**config.mk**
```make
export PLATFORM = sky130hd
export DESIGN_NAME = lcd_name_writer
export DESIGN_NICKNAME = d
export VERILOG_FILES = /design/src/rtl/lcd_defs.sv /design/src/rtl/lcd_bus_strobe.sv /design/src/rtl/lcd_name_writer.sv
export SDC_FILE = /design/constraint.sdc
export NUM_CORES = 1
export LEC_CHECK = 0
export ABC_AREA = 1
export CAP_MARGIN = 20
export CORE_MARGIN = 2
export CORE_UTILIZATION = 45
export CTS_BUF_LIST = sky130_fd_sc_hd__clkbuf_4 sky130_fd_sc_hd__clkbuf_8
export DETAILED_ROUTE_END_ITERATION = 7
export PLACE_DENSITY = 0.71
export SETUP_SLACK_MARGIN = 0.05
export SYNTH_ARGS = -nofsm -noshare
export SYNTH_HDL_FRONTEND = slang
export SYNTH_SLANG_ARGS = --single-unit
export TNS_END_PERCENT = 50
```
**constraint.sdc**
```tcl
create_clock -name clk -period 4.95 [get_ports clk]
set_clock_uncertainty 0.2 [all_clocks]
set_input_delay 0.495 -clock clk [delete_from_list [all_inputs] [get_ports clk]]
set_output_delay 0.495 -clock clk [all_outputs]
set_load 0.1 [all_outputs]
```
**src/rtl/lcd_defs.sv**
```systemverilog
// Shared definitions for the LCD name writer.
//   - HD44780 command bytes for the two line start addresses
//   - length of one displayed name and the ASCII padding character
//   - state encodings for the writer FSM and the bus strobe sequencer
package lcd_defs;

  localparam logic [7:0] LCD_CMD_LINE1   = 8'h80;
  localparam logic [7:0] LCD_CMD_LINE2   = 8'hC0;
  localparam int         LCD_NAME_LEN    = 16;
  localparam logic [7:0] LCD_ASCII_SPACE = 8'h20;

  typedef enum logic [2:0] {
    ST_IDLE,
    ST_CMD_SETUP,
    ST_CMD_E,
    ST_CMD_WAIT,
    ST_CHR_SETUP,
    ST_CHR_E,
    ST_CHR_WAIT,
    ST_DONE
  } writer_state_t;

  typedef enum logic [1:0] {
    PH_IDLE,
    PH_SETUP,
    PH_E,
    PH_WAIT
  } strobe_phase_t;

endpackage

```
**src/rtl/lcd_bus_strobe.sv**
```systemverilog
// Sequences one LCD bus write: SETUP (1 cycle, data/rs loaded, e low),
// E (E_HIGH_CYCLES cycles, e high), WAIT (SETTLE_CYCLES cycles, e low).
// Ports:
//   clk, rst      clock, synchronous active-high reset
//   go            request a transfer; accepted when idle or in the last
//                 settle cycle, so back-to-back transfers have no gap
//   data, rs      byte and register select captured when go is accepted
//   lcd_data/rs/rw/e  registered LCD bus
//   e_last        last cycle of the e-high phase
//   xfer_next     cycle before the last settle cycle (lets the caller issue
//                 the next go exactly in the last settle cycle)
//   xfer_done     last settle cycle of the current transfer
module lcd_bus_strobe
  import lcd_defs::*;
#(
  parameter int E_HIGH_CYCLES = 12,
  parameter int SETTLE_CYCLES = 2000
) (
  input  logic       clk,
  input  logic       rst,
  input  logic       go,
  input  logic [7:0] data,
  input  logic       rs,
  output logic [7:0] lcd_data,
  output logic       lcd_rs,
  output logic       lcd_rw,
  output logic       lcd_e,
  output logic       e_last,
  output logic       xfer_next,
  output logic       xfer_done
);

  localparam int CNT_MAX = (E_HIGH_CYCLES > SETTLE_CYCLES) ? E_HIGH_CYCLES : SETTLE_CYCLES;
  localparam int CW      = $clog2(CNT_MAX + 1);

  localparam logic [CW-1:0] E_LAST = CW'(E_HIGH_CYCLES - 1);
  localparam logic [CW-1:0] S_LAST = CW'(SETTLE_CYCLES - 1);
  localparam logic [CW-1:0] S_NEAR = (SETTLE_CYCLES >= 2) ? CW'(SETTLE_CYCLES - 2) : '0;

  strobe_phase_t phase_reg, phase_next;
  logic [CW-1:0] cnt_reg, cnt_next;
  logic [7:0]    data_reg, data_next;
  logic          rs_reg, rs_next;
  logic          e_reg, e_next;

  assign e_last    = (phase_reg == PH_E) && (cnt_reg == E_LAST);
  assign xfer_done = (phase_reg == PH_WAIT) && (cnt_reg == S_LAST);
  // With a single settle cycle the "one before last" cycle is the last e-high cycle.
  assign xfer_next = (SETTLE_CYCLES == 1) ? e_last
                                          : ((phase_reg == PH_WAIT) && (cnt_reg == S_NEAR));

  always_comb begin
    phase_next = phase_reg;
    cnt_next   = cnt_reg;
    data_next  = data_reg;
    rs_next    = rs_reg;
    e_next     = e_reg;
    case (phase_reg)
      PH_IDLE: begin
        if (go) begin
          phase_next = PH_SETUP;
          data_next  = data;
          rs_next    = rs;
          cnt_next   = '0;
        end
      end
      PH_SETUP: begin
        phase_next = PH_E;
        e_next     = 1'b1;
        cnt_next   = '0;
      end
      PH_E: begin
        if (e_last) begin
          phase_next = PH_WAIT;
          e_next     = 1'b0;
          cnt_next   = '0;
        end else begin
          cnt_next = cnt_reg + 1'b1;
        end
      end
      PH_WAIT: begin
        if (xfer_done) begin
          cnt_next = '0;
          if (go) begin
            phase_next = PH_SETUP;
            data_next  = data;
            rs_next    = rs;
          end else begin
            phase_next = PH_IDLE;
          end
        end else begin
          cnt_next = cnt_reg + 1'b1;
        end
      end
      default: begin
        phase_next = PH_IDLE;
        e_next     = 1'b0;
        cnt_next   = '0;
      end
    endcase
  end

  always_ff @(posedge clk) begin
    if (rst) begin
      phase_reg <= PH_IDLE;
      cnt_reg   <= '0;
      data_reg  <= 8'h00;
      rs_reg    <= 1'b0;
      e_reg     <= 1'b0;
    end else begin
      phase_reg <= phase_next;
      cnt_reg   <= cnt_next;
      data_reg  <= data_next;
      rs_reg    <= rs_next;
      e_reg     <= e_next;
    end
  end

  assign lcd_data = data_reg;
  assign lcd_rs   = rs_reg;
  assign lcd_rw   = 1'b0;
  assign lcd_e    = e_reg;

endmodule

```
**src/rtl/lcd_name_writer.sv**
```systemverilog
// Writes the 16-character name of the selected exercise to LCD line 1:
// one set-DDRAM-address command followed by 16 data writes.
// Ports:
//   clk, rst        clock, synchronous active-high reset
//   start           one-cycle request, only honoured in IDLE
//   exercise_sel    exercise number latched on acceptance
//   busy, done      status; done is a one-cycle pulse at the end
//   exercise_id, char_index  address to the name ROM
//   ascii_char      combinational ROM data
//   lcd_data/rs/rw/e  registered LCD bus
module lcd_name_writer
  import lcd_defs::*;
#(
  parameter int         E_HIGH_CYCLES = 12,
  parameter int         SETTLE_CYCLES = 2000,
  parameter logic [7:0] LINE_ADDR     = LCD_CMD_LINE1
) (
  input  logic       clk,
  input  logic       rst,
  input  logic       start,
  input  logic [3:0] exercise_sel,
  output logic       busy,
  output logic       done,
  output logic [3:0] exercise_id,
  output logic [4:0] char_index,
  input  logic [7:0] ascii_char,
  output logic [7:0] lcd_data,
  output logic       lcd_rs,
  output logic       lcd_rw,
  output logic       lcd_e
);

  localparam logic [4:0] LAST_CHAR = 5'(LCD_NAME_LEN - 1);

  writer_state_t state_reg, state_next;
  logic [3:0]    exercise_id_reg, exercise_id_next;
  logic [4:0]    char_index_reg, char_index_next;

  logic       go;
  logic [7:0] xfer_data;
  logic       xfer_rs;
  logic       e_last;
  logic       xfer_next;
  logic       xfer_done;

  // Between characters the FSM leaves WAIT one cycle early (xfer_next) so the
  // SETUP state, which issues go, coincides with the strobe's last settle
  // cycle. char_index changes on that edge and is stable for the whole SETUP
  // cycle before the ROM byte is captured. After the final character the FSM
  // waits for the full settle time (xfer_done) before signalling done.
  always_comb begin
    state_next       = state_reg;
    exercise_id_next = exercise_id_reg;
    char_index_next  = char_index_reg;
    go               = 1'b0;
    xfer_data        = LINE_ADDR;
    xfer_rs          = 1'b0;
    case (state_reg)
      ST_IDLE: begin
        char_index_next = '0;
        if (start) begin
          exercise_id_next = exercise_sel;
          state_next       = ST_CMD_SETUP;
        end
      end
      ST_CMD_SETUP: begin
        go         = 1'b1;
        state_next = ST_CMD_E;
      end
      ST_CMD_E: begin
        if (xfer_next) begin
          state_next = ST_CHR_SETUP;
        end else if (e_last) begin
          state_next = ST_CMD_WAIT;
        end
      end
      ST_CMD_WAIT: begin
        if (xfer_next) begin
          state_next = ST_CHR_SETUP;
        end
      end
      ST_CHR_SETUP: begin
        go         = 1'b1;
        xfer_data  = ascii_char;
        xfer_rs    = 1'b1;
        state_next = ST_CHR_E;
      end
      ST_CHR_E: begin
        if ((char_index_reg != LAST_CHAR) && xfer_next) begin
          char_index_next = char_index_reg + 1'b1;
          state_next      = ST_CHR_SETUP;
        end else if (e_last) begin
          state_next = ST_CHR_WAIT;
        end
      end
      ST_CHR_WAIT: begin
        if (char_index_reg == LAST_CHAR) begin
          if (xfer_done) begin
            state_next = ST_DONE;
          end
        end else if (xfer_next) begin
          char_index_next = char_index_reg + 1'b1;
          state_next      = ST_CHR_SETUP;
        end
      end
      ST_DONE: begin
        char_index_next = '0;
        state_next      = ST_IDLE;
      end
      default: begin
        state_next = ST_IDLE;
      end
    endcase
  end

  always_ff @(posedge clk) begin
    if (rst) begin
      state_reg       <= ST_IDLE;
      exercise_id_reg <= 4'd0;
      char_index_reg  <= 5'd0;
    end else begin
      state_reg       <= state_next;
      exercise_id_reg <= exercise_id_next;
      char_index_reg  <= char_index_next;
    end
  end

  assign busy        = (state_reg != ST_IDLE) && (state_reg != ST_DONE);
  assign done        = (state_reg == ST_DONE);
  assign exercise_id = exercise_id_reg;
  assign char_index  = char_index_reg;

  lcd_bus_strobe #(
    .E_HIGH_CYCLES(E_HIGH_CYCLES),
    .SETTLE_CYCLES(SETTLE_CYCLES)
  ) u_strobe (
    .clk       (clk),
    .rst       (rst),
    .go        (go),
    .data      (xfer_data),
    .rs        (xfer_rs),
    .lcd_data  (lcd_data),
    .lcd_rs    (lcd_rs),
    .lcd_rw    (lcd_rw),
    .lcd_e     (lcd_e),
    .e_last    (e_last),
    .xfer_next (xfer_next),
    .xfer_done (xfer_done)
  );

endmodule

```
==> impl_metrics.env <==
export IMPL_cpMaxStageDelayCell="clkdlybuf4s50_1"
export IMPL_path_cells="inv_2 > a21oi_1 > a21oi_1 > inv_1 > clkdlybuf4s50_1"
export IMPL_worst_path_buf_inv=3
export IMPL_die_w_um=70.0
export IMPL_setup_violations=0
export IMPL_setup_tns_ns=0
export IMPL_routed_via_count=1863
export IMPL_portBuffers=35
export IMPL_first_pass_iters=5
export IMPL_synth_edff_count=0
export IMPL_crit_type="reg2out"
export IMPL_timing_final_crit_share=0.614
export IMPL_fillCellCount=395
export IMPL_final_instance_count_excl_fill=371
export IMPL_worst_pin_slew_ns=0.989
export IMPL_synth_fp_nets=307
export IMPL_power_density_nw_per_um2=449
export IMPL_postRouteAntennaNets=0
export IMPL_h_tree_depth=2
export IMPL_numClockSinks=35
export IMPL_grt_max_degree=19
export IMPL_dp_cells=363
export IMPL_cp_end_kind="output port"
export IMPL_grt_pass1_vias=1589
export IMPL_antenna_found_initial=0
export IMPL_overflow=0
export IMPL_n_antenna_cell=0
export IMPL_cts_tree="done"
export IMPL_syn_to_final_growth_pct=23.9
export IMPL_first_iter_violations=117
export IMPL_crit_required_ns=4.26
export IMPL_slew_headroom=0.338
export IMPL_synthXorXnorAreaFrac=0.0179
export IMPL_clockRootBuffer="clkbuf_8"
export IMPL_arrival_ns=2.35
export IMPL_mostFrequentLayoutCells="62 x nand2_1, 40 x nor2_1, 35 x dfxtp_1, 35 x clkdlybuf4s50_1, 30 x inv_1"
export IMPL_synth_simple_area_share=0.381
export IMPL_clk_pin_slew_ns=0.07
export IMPL_rsz0062_at_grt="false"
export IMPL_clock_latency_ns=0.29
export IMPL_finalWirelength_mm=4.14
export IMPL_drive_gt1_frac=0.0997
export IMPL_power_mw=1.09
export IMPL_netlist_cell_type_count=31
export IMPL_synth_flop_cell="dfxtp_1"
export IMPL_nets=344
export IMPL_status="finished, final reports clean"
export IMPL_numCtsBuffers=5
export IMPL_syn_avg_cell_area_um2=6.92
export IMPL_synthArstFlopShare=0
export IMPL_place_hpwl_mm=3.17
export IMPL_cts_buffer_depth=2
export IMPL_synth_compound_area_frac=0.0990
export IMPL_synthAdderAreaFrac=0.0575
export IMPL_crit_fanout=9
export IMPL_maxCapViolations=0
export IMPL_grt_pass1_wl_mm=7.07
export IMPL_finalHoldViolations=0
export IMPL_core_um2=4090
export IMPL_postCtsSetupRepairBufs=0
export IMPL_largest_reg_flops=11
export IMPL_cts_hold_buf=0
export IMPL_maxSlewViolCount=0
export IMPL_die_area_um2=4900
export IMPL_gp_congestion=0.820
export IMPL_worst_path_most_repeated_cell="a21oi_1"
export IMPL_ys_warn_count=0
export IMPL_fin_crit_ns=3.04
export IMPL_ir_drop_mv=0.254
export IMPL_crit_path_max_incr_delay_ns=1.14
export IMPL_synth_top_family_by_area="simple AND/OR/NAND/NOR gates"
export IMPL_initial_core_util=0.479
export IMPL_start_kind="register"
export IMPL_drcViolationCount=0
export IMPL_die_h_um=70.0
export IMPL_fmax_mhz=329
export IMPL_synth_cell_area_um2=1960
export IMPL_row_count=23
export IMPL_ctsResizeCount=0
export IMPL_wl_per_cell_um=11.1
export IMPL_p_leak_nw=0.953
export IMPL_min_path_type="reg2reg"
export IMPL_seq_area_frac_synth=0.358
export IMPL_vias_per_cell=5.02
export IMPL_io_pins=37
export IMPL_ys_ff_latch=35
export IMPL_grt_use_total=0.175
export IMPL_synth_area_mux_share=0
export IMPL_syn_inst=283
export IMPL_final_common_cell="nand2_1"
export IMPL_cp_top_family="buffers and inverters"
## logic make-up (layout without fill, tap and decap cells)
group | count (synthesis) | after routing
AO/OA/AOI/OAI | 36 | 36
XOR/XNOR | 4 | 4
adder cells (fa/ha/maj) | 9 | 9
buffers and inverters | 40 | 78
flip-flops | 35 | 35
other | 1 | 1
AND/OR/NAND/NOR | 158 | 158
## cells in the mapped netlist, types with 2 or more instances
library cell | number | area share
nand2_1 | 62 | 0.12
nor2_1 | 40 | 0.077
dfxtp_1 | 35 | 0.36
inv_1 | 30 | 0.058
a21oi_1 | 23 | 0.059
nand3_1 | 20 | 0.051
nand4_1 | 10 | 0.032
ha_1 | 9 | 0.058
o21ai_0 | 7 | 0.018
nor3_1 | 6 | 0.015
inv_2 | 5 | 0.0096
nand2_2 | 5 | 0.016
nor2_2 | 5 | 0.016
xor2_1 | 4 | 0.018
a22oi_1 | 2 | 0.0077
buf_4 | 2 | 0.0077
nand2_4 | 2 | 0.012
nor2_4 | 2 | 0.012
nor3_2 | 2 | 0.010
## per-layer routing
| metal | share of wire | up-vias | track usage |
|---|---|---|---|
| met5 | 0 | - | 0 |
| met4 | 0.011 | 0 | 0.0513 |
| met3 | 0.053 | 5 | 0.0433 |
| met2 | 0.45 | 44 | 0.271 |
| met1 | 0.48 | 827 | 0.242 |
| li1 | - | 987 | - |
## path summary, 6_finish.rpt
path                    from               to  slack (ns)  cells after the start
min          u_strobe.lcd_rs  u_strobe.lcd_rs        0.26                      2
max reg2reg    char_index[0]    char_index[0]        2.93                     12
min reg2reg  u_strobe.lcd_rs  u_strobe.lcd_rs        0.26                      2
max             state_reg[2]             busy        1.91                      5
## through the flow
stage | hold WS (ns) | setup WS (ns) | area [um2] | utilization
after global placement | 0.249 | 2.26 | 2340 | 0.572
after detailed placement | 0.256 | 2.24 | 2340 | 0.572
after floorplan | 0.278 | 2.42 | 1960 | -
final | 0.265 | 1.91 | 2430 | 0.594
after CTS | 0.268 | 1.92 | 2430 | 0.594
after global routing | 0.295 | 1.83 | 2430 | 0.594
## cell type report
type                    instances  area, um2  area share
inverters                      35        131      0.0542
multi-input cells             208       1090       0.450
repair buffers                 35        350       0.144
well taps                      50       62.6      0.0258
clock inverters                 2       12.5     0.00516
clock buffers                   6       76.3      0.0315
flip-flops and latches         35        701       0.289
## worst min-delay path, stage by stage (launching register included)
cell and delay, ns:
dfxtp_1 0.31, nand2_1 0.06, a21oi_1 0.05
## power by group
group / switching, mW / total (mW) / internal (mW)
registers: 0.0345 / 0.350 / 0.315
clock network: 0.102 / 0.206 / 0.104
logic: 0.388 / 0.535 / 0.146
total: 0.525 / 1.09 / 0.565
No activity file was read; power rests on OpenSTA's default activity.
